==> config.mk <==
export PLATFORM = sky130hd
export DESIGN_NAME = pool_stream_ctrl
export DESIGN_NICKNAME = d
export VERILOG_FILES = /design/src/rtl/pool_stream_ctrl.sv
export SDC_FILE = /design/constraint.sdc
export NUM_CORES = 1
export LEC_CHECK = 0
export ABC_AREA = 1
export CAP_MARGIN = 20
export CORE_MARGIN = 8
export CORE_UTILIZATION = 55
export CTS_BUF_LIST = sky130_fd_sc_hd__clkbuf_2 sky130_fd_sc_hd__clkbuf_4 sky130_fd_sc_hd__clkbuf_8
export CTS_CLUSTER_DIAMETER = 120
export DETAILED_ROUTE_END_ITERATION = 10
export PLACE_DENSITY = 0.78
export SLEW_MARGIN = 20
export SYNTH_ARGS = -nofsm -noshare
export SYNTH_HDL_FRONTEND = slang
export SYNTH_SLANG_ARGS = --single-unit
==> constraint.sdc <==
create_clock -name clk -period 2.4 [get_ports clk]
set_input_delay 0.48 -clock clk [delete_from_list [all_inputs] [get_ports clk]]
set_output_delay 0.48 -clock clk [all_outputs]
set_load 0.02 [all_outputs]
==> src/rtl/pool_stream_ctrl.sv <==
// 2x2 max-pool over a raster pixel stream: one result per 2x2 block, 1-cycle latency from the accepting edge.
// Backpressure: in_ready drops while a result is waiting and out_ready is low, so no result is ever overwritten.
module pool_stream_ctrl #(
  parameter int DATA_W = 4,
  parameter int IMG_W  = 16,
  parameter int IMG_H  = 16
) (
  input  logic              clk,
  input  logic              rst_n,
  input  logic              start,
  input  logic              in_valid,
  input  logic [DATA_W-1:0] in_data,
  output logic              in_ready,
  output logic              out_valid,
  output logic [DATA_W-1:0] out_data,
  output logic              out_last,
  input  logic              out_ready,
  output logic              busy,
  output logic              done
);

  localparam int CW = $clog2(IMG_W);
  localparam int RW = (IMG_H > 2) ? $clog2(IMG_H) : 1;

  typedef enum logic [1:0] {IDLE, RUN, DONE} state_t;

  state_t            state, state_nxt;
  logic [CW-1:0]     col;
  logic [RW-1:0]     row;
  logic              pix_done;
  logic [DATA_W-1:0] pair_q;
  logic [DATA_W-1:0] pm;
  logic [DATA_W-1:0] lb_rd;
  logic [DATA_W-1:0] res;
  logic [DATA_W-1:0] line_buf [IMG_W/2];
  logic              accept;
  logic              out_hs;
  logic              frame_start;
  logic              col_last;
  logic              row_last;

  always_ff @(posedge clk or negedge rst_n) begin
    if (!rst_n) state <= IDLE;
    else        state <= state_nxt;
  end

  always_comb begin
    state_nxt   = state;
    busy        = 1'b0;
    done        = 1'b0;
    frame_start = 1'b0;
    case (state)
      IDLE: begin
        if (start) begin
          state_nxt   = RUN;
          frame_start = 1'b1;
        end
      end
      RUN: begin
        busy = 1'b1;
        if (out_hs && out_last) state_nxt = DONE;
      end
      DONE: begin
        done      = 1'b1;
        state_nxt = IDLE;
      end
      default: state_nxt = IDLE;
    endcase
  end

  // pix_done keeps the input closed between the last pixel and the final handshake
  assign in_ready = (state == RUN) && !pix_done && (!out_valid || out_ready);
  assign accept   = in_valid && in_ready;
  assign out_hs   = out_valid && out_ready;
  assign col_last = (col == CW'(IMG_W - 1));
  assign row_last = (row == RW'(IMG_H - 1));

  assign pm    = (in_data > pair_q) ? in_data : pair_q;
  assign lb_rd = line_buf[col[CW-1:1]];
  assign res   = (lb_rd > pm) ? lb_rd : pm;

  always_ff @(posedge clk or negedge rst_n) begin
    if (!rst_n) begin
      col      <= '0;
      row      <= '0;
      pix_done <= 1'b0;
    end else if (frame_start) begin
      col      <= '0;
      row      <= '0;
      pix_done <= 1'b0;
    end else if (accept) begin
      if (col_last) begin
        col <= '0;
        if (row_last) pix_done <= 1'b1;
        else          row      <= row + RW'(1);
      end else begin
        col <= col + CW'(1);
      end
    end
  end

  always_ff @(posedge clk or negedge rst_n) begin
    if (!rst_n)                   pair_q <= '0;
    else if (frame_start)         pair_q <= '0;
    else if (accept && !col[0])   pair_q <= in_data;
  end

  // every entry is written on an even row before the odd row reads it
  always_ff @(posedge clk) begin
    if (accept && !row[0] && col[0]) line_buf[col[CW-1:1]] <= pm;
  end

  always_ff @(posedge clk or negedge rst_n) begin
    if (!rst_n) begin
      out_valid <= 1'b0;
      out_data  <= '0;
      out_last  <= 1'b0;
    end else if (frame_start) begin
      out_valid <= 1'b0;
      out_data  <= '0;
      out_last  <= 1'b0;
    end else if (accept && row[0] && col[0]) begin
      out_valid <= 1'b1;
      out_data  <= res;
      out_last  <= row_last && col_last;
    end else if (out_hs) begin
      out_valid <= 1'b0;
      out_last  <= 1'b0;
    end
  end

endmodule

-- Yosys cells after proc, flatten, opt, wreduce, memory -nomap -nowiden
Memory sizes are Yosys's and may differ from the RTL's.
Index checks and enable logic that the tools add are counted.
W data, S select, Z words.
- $add $sub $neg: 2
- $lt $le $gt $ge: 2
- equality and inequality tests: 7
- mux-type cells: 31
- reduce and logical (&&, ||, !) cells: 26
- operators with widths (operator ; number):
    $mux W4 ; 13
    $mux W1 ; 15
    $logic_and A1 B1 Y1 ; 11
    $reduce_bool A2 Y1 ; 5
    $add A4 B1 Y4 const B ; 2
    $eq A4 B4 Y1 const B ; 2
    $gt A4 B4 Y1 ; 2
    $ne A2 B2 Y1 const B ; 3
    $reduce_and A3 Y1 ; 2
    $logic_not A1 Y1 ; 4
    $mux W2 ; 2
    $pmux W2 S2 ; 1
    $reduce_bool A3 Y1 ; 1
    $eq A2 B1 Y1 const B ; 1
    $eq A2 B2 Y1 const B ; 1
    $logic_not A2 Y1 ; 1
    $reduce_and A2 Y1 ; 1
    $logic_or A1 B1 Y1 ; 1
- register bits after elaboration: 21
- RAM bits: 32
- input port bits: 9
- output and inout port bits: 9
- logic and storage cells: 77
- memories: 1
- memory list (name ; words ; width ; read ports ; clocked after Yosys merged registers in ; write ports ; line ; RTL):
    line_buf ; 8 ; 4 ; 1 ; 0 ; 1 ; 35 ; logic [DATA_W-1:0] line_buf [IMG_W/2];

-- Longest topological paths before layout
Gate-level depths: netlist of run 1.
- depth in word-level cells: 8
- depth in mapped cells: 20
- gate-level depth less buffers: 20

-- Worst setup path after synthesis of run 1
Ideal clock, no wire load.
- path kind: input to register
- from: input in_data[3]
- to: register out_data[0]
- setup time: 117 ps
- data arrival time: 2474 ps
- data required time: 2283 ps
- slack: -191 ps
- stages: 16
- buffers on the path: 0
- cell sequence: ha_1 > nand2_1 > inv_2 > nand2_1 > nand2_1 > nand2_1 > o21ai_0 > inv_1 > ha_1 > nand2_1 > nor2_2 > nand2_2 > nand2_4 > nand3_1 > nand3_1 > nand2_1
- word-level cells in the longest chain between the ends: 6
- RTL lines (item ; line ; RTL):
    from (decl) ; 12 ; input logic [DATA_W-1:0] in_data,
    $gt A4 B4 Y1 ; 78 ; assign pm = (in_data > pair_q) ? in_data : pair_q;
    $mux W4 * ; 78 ;
    via pm[3] ; 32 ; logic [DATA_W-1:0] pm;
    $gt A4 B4 Y1 * ; 80 ; assign res = (lb_rd > pm) ? lb_rd : pm;
    $mux W4 * ; 80 ;
    $mux W4 * ; 122 ; end else if (accept && row[0] && col[0]) begin
    $mux W4 * ; 118 ; end else if (frame_start) begin
    to (signal assigned) ; 124 ; out_data <= res;
    to (decl) ; 15 ; output logic [DATA_W-1:0] out_data,
Mark *: on every way through the listed nets, which the timed path passes. The rest lies on a longest branch. The select of a mux whose other input is x is not followed.
A chain may end at the register's enable or synchronous reset.

-- Worst setup path after layout of run 1
- from: input in_data[3]
- to: register out_data[2]
- word-level cells in the longest chain between the ends: 6
- RTL lines (item ; line):
    $gt A4 B4 Y1 ; 78
    $mux W4 * ; 78
    $gt A4 B4 Y1 ; 80
    $mux W4 * ; 80
    $mux W4 * ; 122
    $mux W4 * ; 118
Every way passes the cells marked *; elsewhere a longest branch is shown, timed or not. The select of a mux whose other input is x is not followed.

==> impl_summary.log, run 1 <==
INFO  metric drt_iter0_drc = 184
INFO  metric postSynthRegisterBits = 53
INFO  metric post-synth-top-count-cell = sky130_fd_sc_hd__nand2_1
INFO  metric n_antenna_cell = 0
INFO  metric post_route_clock_skew = approximately 0.007 ns
INFO  metric critical_r2r_capture = out_data[2]
INFO  metric cts_buffers = 5
INFO  metric tmin_final = 2.366 ns
INFO  metric netlist_instances = about 290
INFO  metric placement.io_buffers = 17
INFO  metric netlist-cell-type-count = 32
INFO  metric worstSetupStartpointType = input pin
INFO  metric cp_top_family = simple AND/OR/NAND/NOR gates
INFO  metric worst-path-buf-inv = 5
INFO  metric finalHoldViolCount = 0
INFO  metric routed_wire_length_per_instance = 16.03 µm
INFO  metric leakage_power = 1.579 nW
INFO  metric grt_overflow_total = 0
INFO  metric worstHoldEndpoint = out_data[0]
INFO  metric r2r_slack = ~0.034 ns
INFO  metric hold_class = reg -> reg
INFO  metric area_contributors_post_synth = sky130_fd_sc_hd__edfxtp_1 (35%), sky130_fd_sc_hd__dfrtp_1 (19%), sky130_fd_sc_hd__nand2_1 (6.9%)
INFO  metric worst_path_most_repeated_cell = sky130_fd_sc_hd__nand2_2
INFO  metric drc = 0
INFO  metric synth_top_area_cell = sky130_fd_sc_hd__edfxtp_1
INFO  metric worst_skew_pair.late_latency = 0.31 ns
INFO  metric grt_max_degree = 22
INFO  metric dieArea = between 7000 and 8000 µm²
INFO  metric seq_area = between 1000 and 1500 µm²
INFO  metric placeableCoreArea = 4723 µm²
INFO  metric crit_chain = dlygate4sd2_1 -> ha_4 -> nand2_1 -> inv_2 -> nand2_2 -> nand2_2 -> buf_4 -> buf_4 -> buf_4 -> nand3_2 -> nand2_4 -> nand2_2 -> a21oi_2 -> nand2_2 -> nand2_4 -> nand2_4 -> nand2_1 -> nand3_1 -> nand2_1
INFO  metric tns = 0 ns
INFO  metric drive_above_1_share = 0.3467
INFO  metric clkTransAtPathRegs = 0.10 ns
INFO  metric dp_hpwl = 4372 µm
INFO  metric total_routed_wirelength = 6670 µm
INFO  metric worst_max_slew_margin_expressed_relative_to_the_limit = 0.6974
INFO  metric cts_root_buf = sky130_fd_sc_hd__clkbuf_8
INFO  metric antenna_left = 0
INFO  metric post-route-worst-setup-slack = about 0.034 ns
INFO  metric multi_input_area = 1154 µm²
INFO  metric critPathMaxStageDelay = 0.28 ns
INFO  metric slew_viol_final = 0
INFO  metric synth_top_area_frac = 0.3549
INFO  metric cts.htree.levels = 2
INFO  metric synth_edf_count = 32
INFO  metric worst_margin_pin_slew = ~0.45 ns
INFO  metric hold_start = out_data[0]
INFO  metric timing_worst_setup_path_type = in -> reg
INFO  metric core.rowCount = 25
INFO  metric cts_num_sinks = 53
INFO  metric tritoncts = yes
INFO  metric r2r_start = col[2]
INFO  metric yosys-top-cells-count = sky130_fd_sc_hd__nand2_1 (50), sky130_fd_sc_hd__inv_1 (35), sky130_fd_sc_hd__nor2_1 (35), sky130_fd_sc_hd__edfxtp_1 (32), sky130_fd_sc_hd__nand3_1 (23)
INFO  metric post_drt_via_cell_ratio = 5.442
INFO  metric crit_arrival = approximately 2.6 ns
INFO  metric synth.yosys.warnings = 0
INFO  metric floorplan.die.width = 86.17 µm
INFO  metric finalPower = 0.004806 W
INFO  metric boundaryPins = 18
INFO  metric average_size_of_a_mapped_cell = 9.467 µm²
INFO  metric worst-r2r-cell-count = 14
INFO  metric setup_violations = 0
INFO  metric ctsLongestPathBuffers = 2
INFO  metric period_share = 0.9860
INFO  metric crit_path_end_kind = flip-flop
INFO  metric synthesis.nets = 303
INFO  metric fmax = 0.4226 GHz
INFO  metric outcome = finished clean
INFO  metric area_growth_syn_to_layout = 30.36%
INFO  metric synth_seq_area_share = 0.5490
INFO  metric grt_pass1_vias = 2262
INFO  metric dieHeight = 86.17 µm
INFO  metric grt_usage = 0.1778
INFO  metric synthesis.area = between 2000 and 3000 µm²
INFO  metric routed-via-count = 2264
INFO  metric place.gp.congestion = 0.8182
INFO  metric ctsHoldBuffers = 0
INFO  metric layout.nets = 365
INFO  metric worst-endpoint-required = ~2.7 ns
INFO  metric ys_async_sr_fraction = 0.3962
INFO  metric powerDensity = 1362 nW/µm²
INFO  metric drv.max_cap_violation_count = 0
INFO  metric whs_path_depth = 2
INFO  metric whs = 0.4963 ns
INFO  metric fin_cells = between 400 and 500
INFO  metric nFillCells = roughly 290
INFO  metric pre_cts_ws = -0.4625 ns
INFO  metric initial_core_util = 0.5732
INFO  metric vdd.ir_drop.worst = about 0.00089 V
INFO  metric placed_cells_incl_taps = 396
INFO  metric ys.flop_type = sky130_fd_sc_hd__edfxtp_1
INFO  metric critical_path_peak_fanout = 5
INFO  metric grt_pass1_wl = 10350 µm
INFO  metric drt_pass1_iterations = 4
INFO  metric critical-path-slowest-cell = sky130_fd_sc_hd__ha_4
INFO  metric antenna_found_initial = 0
==> kinds of logic (layout without fill, tap and decap cells) <==
family,Yosys count,count (layout),share of synthesized area
adders and majority gates,8,8,0.03697
AOI/OAI and AO/OA,32,32,0.06885
and+or+nand+nor,142,142,0.2616
DFF,53,53,0.5490
buffers and inverters,51,114,0.08364
==> worst max-delay path by stage <==
stage | startpoint | to | slack (ns) | depth (start not counted)
after floorplan | in_data[3] | out_data[0] | 0.06 | 16
after global placement | in_data[3] | out_data[0] | -0.37 | 16
after detailed placement | in_data[3] | out_data[2] | -0.46 | 16
after CTS | in_data[0] | out_data[2] | 0.0001 | 20
after global routing | pair_q[2] | out_data[2] | -0.09 | 19
final | in_data[3] | out_data[2] | 0.03 | 19
==> timing repair <==
item | in CTS | in global routing
endpoints found under the setup margin | 4 | 5
endpoints found under the hold margin | 0 | 0
pin swaps | 15 | 19
gates resized for setup | 17 | 28
buffers inserted | 5 | 7
==> placed cells by master, fill, tap and decap left out, drive strengths merged <==
master	n
edfxtp	32
o2111ai	1
o21ai	16
inv	47
or2	1
nand4	2
o22a	1
dfrtp	21
nand3	28
a211oi	1
nor4	1
nor3b	1
clkdlybuf4s50	12
dlymetal6s2s	2
a31oi	2
o22ai	6
a22oi	1
dlygate4sd2	3
buf	42
clkbuf	5
clkinvlp	1
ha	8
nor3	4
bufinv	2
nor2	43
nand2	62
a21oi	4
==> state kept, by name, summed over array words and instances, names as in the netlist <==
signal,count
col,4
line_buf,32
out_data,4
out_last,1
out_valid,1
pair_q,4
pix_done,1
row,4
state,2
==> per-stage QoR <==
step / area, µm² / utilization
final: 3530 / 0.7473
after CTS: 3369 / 0.7134
after global placement: 3146 / 0.6660
after floorplan: 2711 / -
after global routing: 3530 / 0.7473
after detailed placement: 3146 / 0.6660
==> per-layer routing <==
layer,part of all wire,GRT usage,vias to the layer above
met1,0.40,0.2063,1097
met4,0.026,0.09395,0
li1,-,-,1066
met2,0.51,0.3023,83
met3,0.060,0.03438,18
met5,0,0,-
==> area by class of cell <==
cell class                      instances  area share
Sequential cell                        53      0.4222
Timing Repair Buffer                   59      0.1379
Clock inverter                          3     0.01843
Multi-Input combinational cell        182      0.3268
Clock buffer                            5     0.01950
Tap cell                               67     0.02375
Inverter                               47     0.05140
==> worst min-delay path, cell delays in order, from the launching register on <==
cell and delay (ns):
sky130_fd_sc_hd__dfrtp_1 0.35, sky130_fd_sc_hd__nand2_1 0.06, sky130_fd_sc_hd__nand2_1 0.06
==> power by group <==
group          switching [W]  leakage, nW  internal [W]  total (W)
logic                0.00162        0.959       0.00110    0.00272
registers           0.000149        0.556       0.00123    0.00138
clock network       0.000299       0.0643      0.000413   0.000712
total                0.00207         1.58       0.00274    0.00481
Power figures use the tool's default switching activity.
==> inputs of run 2 (changes only) <==
- GPL_TIMING_DRIVEN: not set -> 0
==> run 2 against run 1 <==
Net effect: setup slack improved by 0.047 ns; design area is 8.9% lower; maximum frequency is 2.0% higher; non-clock buffer count decreased by 31; register-to-register slack improved by 0.09 ns; critical path type unchanged; clock power down 29%; hold slack lost 0.38 ns; sequential share of layout area grew 4.0 points; global-route usage is 2.0 points lower; die area stayed put; core utilization decreased by 6.7 points; clock skew grew 0.0017 ns.
==> impl_summary.log, run 2 (same netlist as run 1, synthesis figures left out) <==
INFO  metric ctsLongestPathBuffers = 2
INFO  metric flip_flop_count_of_the_largest_register_all_copies_and_words_added = 32
INFO  metric area_growth_syn_to_layout = 18.72%
INFO  metric outcome = finished clean
INFO  metric dieHeight = 86.17 µm
INFO  metric dieArea = approximately 7400 µm²
INFO  metric period_share = 0.9662
INFO  metric crit_chain = clkdlybuf4s50_1 -> nor2_1 -> nor3_2 -> nand2_2 -> inv_2 -> nand3_1 -> nor2_1
INFO  metric post_drt_via_cell_ratio = 5.257
INFO  metric leakage_power = 1.389 nW
INFO  metric antenna_left = 0
INFO  metric nFillCells = 371
INFO  metric routed_wire_length_per_instance = 14.31 µm
INFO  metric placement.io_buffers = 17
INFO  metric ctsHoldBuffers = 0
INFO  metric gr-usage-met3 = 0.02579
INFO  metric drive_above_1_share = 0.2579
INFO  metric clkTransAtPathRegs = 0.10 ns
INFO  metric tns = 0 ns
INFO  metric critical-path-slowest-cell = sky130_fd_sc_hd__clkdlybuf4s50_1
INFO  metric finalPower = 0.004103 W
INFO  metric tmin_final = between 2 and 2.5 ns
INFO  metric initial_core_util = 0.5732
INFO  metric setup_violations = 0
INFO  metric floorplan.die.width = ~86 µm
INFO  metric fin_cells = 385
INFO  metric multi_input_area = 1114 µm²
INFO  metric n_antenna_cell = 0
INFO  metric cts.htree.levels = 2
INFO  metric grt_use_met1 = 0.1994
INFO  metric most_common_cell_after_layout_fill_and_taps_aside = sky130_fd_sc_hd__nand2_1
INFO  metric cts_root_buf = sky130_fd_sc_hd__clkbuf_8
INFO  metric whs = 0.1158 ns
INFO  metric leading_cell_types_in_the_layout_fill_and_taps_excluded = sky130_fd_sc_hd__nand2_1 (44), sky130_fd_sc_hd__nor2_1 (33), sky130_fd_sc_hd__inv_1 (32), sky130_fd_sc_hd__edfxtp_1 (32), sky130_fd_sc_hd__dfrtp_1 (21)
INFO  metric powerDensity = between 1000 and 1500 nW/µm²
INFO  metric slew_viol_final = 0
INFO  metric post_route_clock_skew = 0.008535 ns
INFO  metric fmax = 0.4312 GHz
INFO  metric post-route-cell-area = 3214 µm²
INFO  metric worst_path_most_repeated_cell = sky130_fd_sc_hd__nor2_1
INFO  metric placeableCoreArea = 4723 µm²
INFO  metric worst_skew_pair.late_latency = 0.30 ns
INFO  metric drt_pass1_iterations = 4
INFO  metric total_routed_wirelength = about 5500 µm
INFO  metric critical_path_peak_fanout = 8
INFO  metric worst_max_slew_margin_expressed_relative_to_the_limit = 0.6806
INFO  metric detailed_place.area = slightly below 3000 µm²
INFO  metric seq_area = 1486 µm²
INFO  metric placed_cells_incl_taps = 370
INFO  metric worstSetupStartpointType = input pin
INFO  metric worst_margin_pin_slew = around 0.48 ns
INFO  metric cts_buffers = 5
INFO  metric dp_hpwl = 3809 µm
INFO  metric place.gp.congestion = 0.8509
INFO  metric rsz0062_at_grt = yes
INFO  metric crit_path_end_kind = flip-flop
INFO  metric grt_overflow_total = 0
INFO  metric grt_max_degree = 22
INFO  metric core.rowCount = 25
INFO  metric finalHoldViolCount = 0
INFO  metric grt_pass1_wl = 9321 µm
INFO  metric hold_class = in -> async
INFO  metric grt_usage = 0.1580
INFO  metric drc = 0
INFO  metric boundaryPins = 18
INFO  metric timing_worst_setup_path_type = in -> reg
INFO  metric grt_pass1_vias = 2037
INFO  metric tritoncts = yes
INFO  metric drt_iter0_drc = 158
INFO  metric critPathMaxStageDelay = 0.49 ns
INFO  metric layout.nets = approximately 330
INFO  metric crit_arrival = 2.29 ns
INFO  metric grt.met2_usage = 0.2596
INFO  metric antenna_found_initial = 0
INFO  metric vdd.ir_drop.worst = 0.0007964 V
INFO  metric grt_busiest_layer = met2
INFO  metric drv.max_cap_violation_count = 0
INFO  metric worst-endpoint-required = between 2 and 2.5 ns
INFO  metric routed-via-count = 2024
INFO  metric cts_num_sinks = 53
[run 2: cell count changes in the layout (fill, tap and decap cells not counted), moves of 2 or more]
cell,delta
sky130_fd_sc_hd__buf_4,-35
sky130_fd_sc_hd__buf_6,+4
sky130_fd_sc_hd__bufinv_16,-2
sky130_fd_sc_hd__dfrtp_1,+3
sky130_fd_sc_hd__dfrtp_2,-3
sky130_fd_sc_hd__inv_1,+3
sky130_fd_sc_hd__inv_2,-3
sky130_fd_sc_hd__nand2_1,+3
sky130_fd_sc_hd__nand2_4,-4
sky130_fd_sc_hd__nand3_4,-2
sky130_fd_sc_hd__nor2_2,+4
sky130_fd_sc_hd__nor2_4,-3
sky130_fd_sc_hd__o21ai_4,+2
[run 2: routing by layer]
layer | up-vias | wire length, µm
li1 | 1006 | -
met1 | 960 | 2499
met2 | 50 | 2694
met3 | 8 | 231
met4 | 0 | 85
met5 | - | 0
[run 2: layout make-up]
class	count	area share
Clock inverter	3	0.006228
Tap cell	67	0.02608
Inverter	47	0.05644
Sequential cell	53	0.4624
Multi-Input combinational cell	182	0.3464
Clock buffer	5	0.02141
Buffer	4	0.01401
Timing Repair Buffer	24	0.06695
[run 2: critical path: cells and delay by family]
kind                   cells  cell delay [ns]
buffers and inverters      2             0.63
AND/OR/NAND/NOR            5             1.19
[run 2: final timing paths]
| kind | startpoint | slack [ns] | to | depth (start not counted) |
|---|---|---|---|---|
| setup reg to reg | col[1] | 0.12 | out_data[0] | 14 |
| max in group asynchronous | rst_n | 1.95 | pair_q[2] | 1 |
| setup / recovery | out_ready | 0.08 | line_buf[0][1] | 7 |
| hold / removal | rst_n | 0.12 | state[0] | 1 |
| hold reg to reg | out_data[0] | 0.49 | out_data[0] | 2 |
| min in group clk | out_data[0] | 0.49 | out_data[0] | 2 |
[run 2: power breakdown]
part,total [W],switching (W),internal [W]
Combinational,0.00229,0.00143,0.000861
Clock,0.000503,0.000297,0.000206
Sequential,0.00131,0.0000903,0.00122
[run 2: what timing repair did]
| action | CTS | global route |
|---|---|---|
| buffers inserted | 6 | 1 |
| pin swaps | 15 | 5 |
| endpoints found under the setup margin | 4 | 33 |
| gates resized for setup | 23 | 7 |
[run 2: stage by stage]
| step | utilization | worst slack, ns |
|---|---|---|
| after floorplan | - | 0.06466 |
| after global placement | 0.6278 | -0.8118 |
| after detailed placement | 0.6278 | -0.8844 |
| after CTS | 0.6758 | 0.02577 |
| after global routing | 0.6805 | -0.05372 |
| final | 0.6805 | 0.08110 |
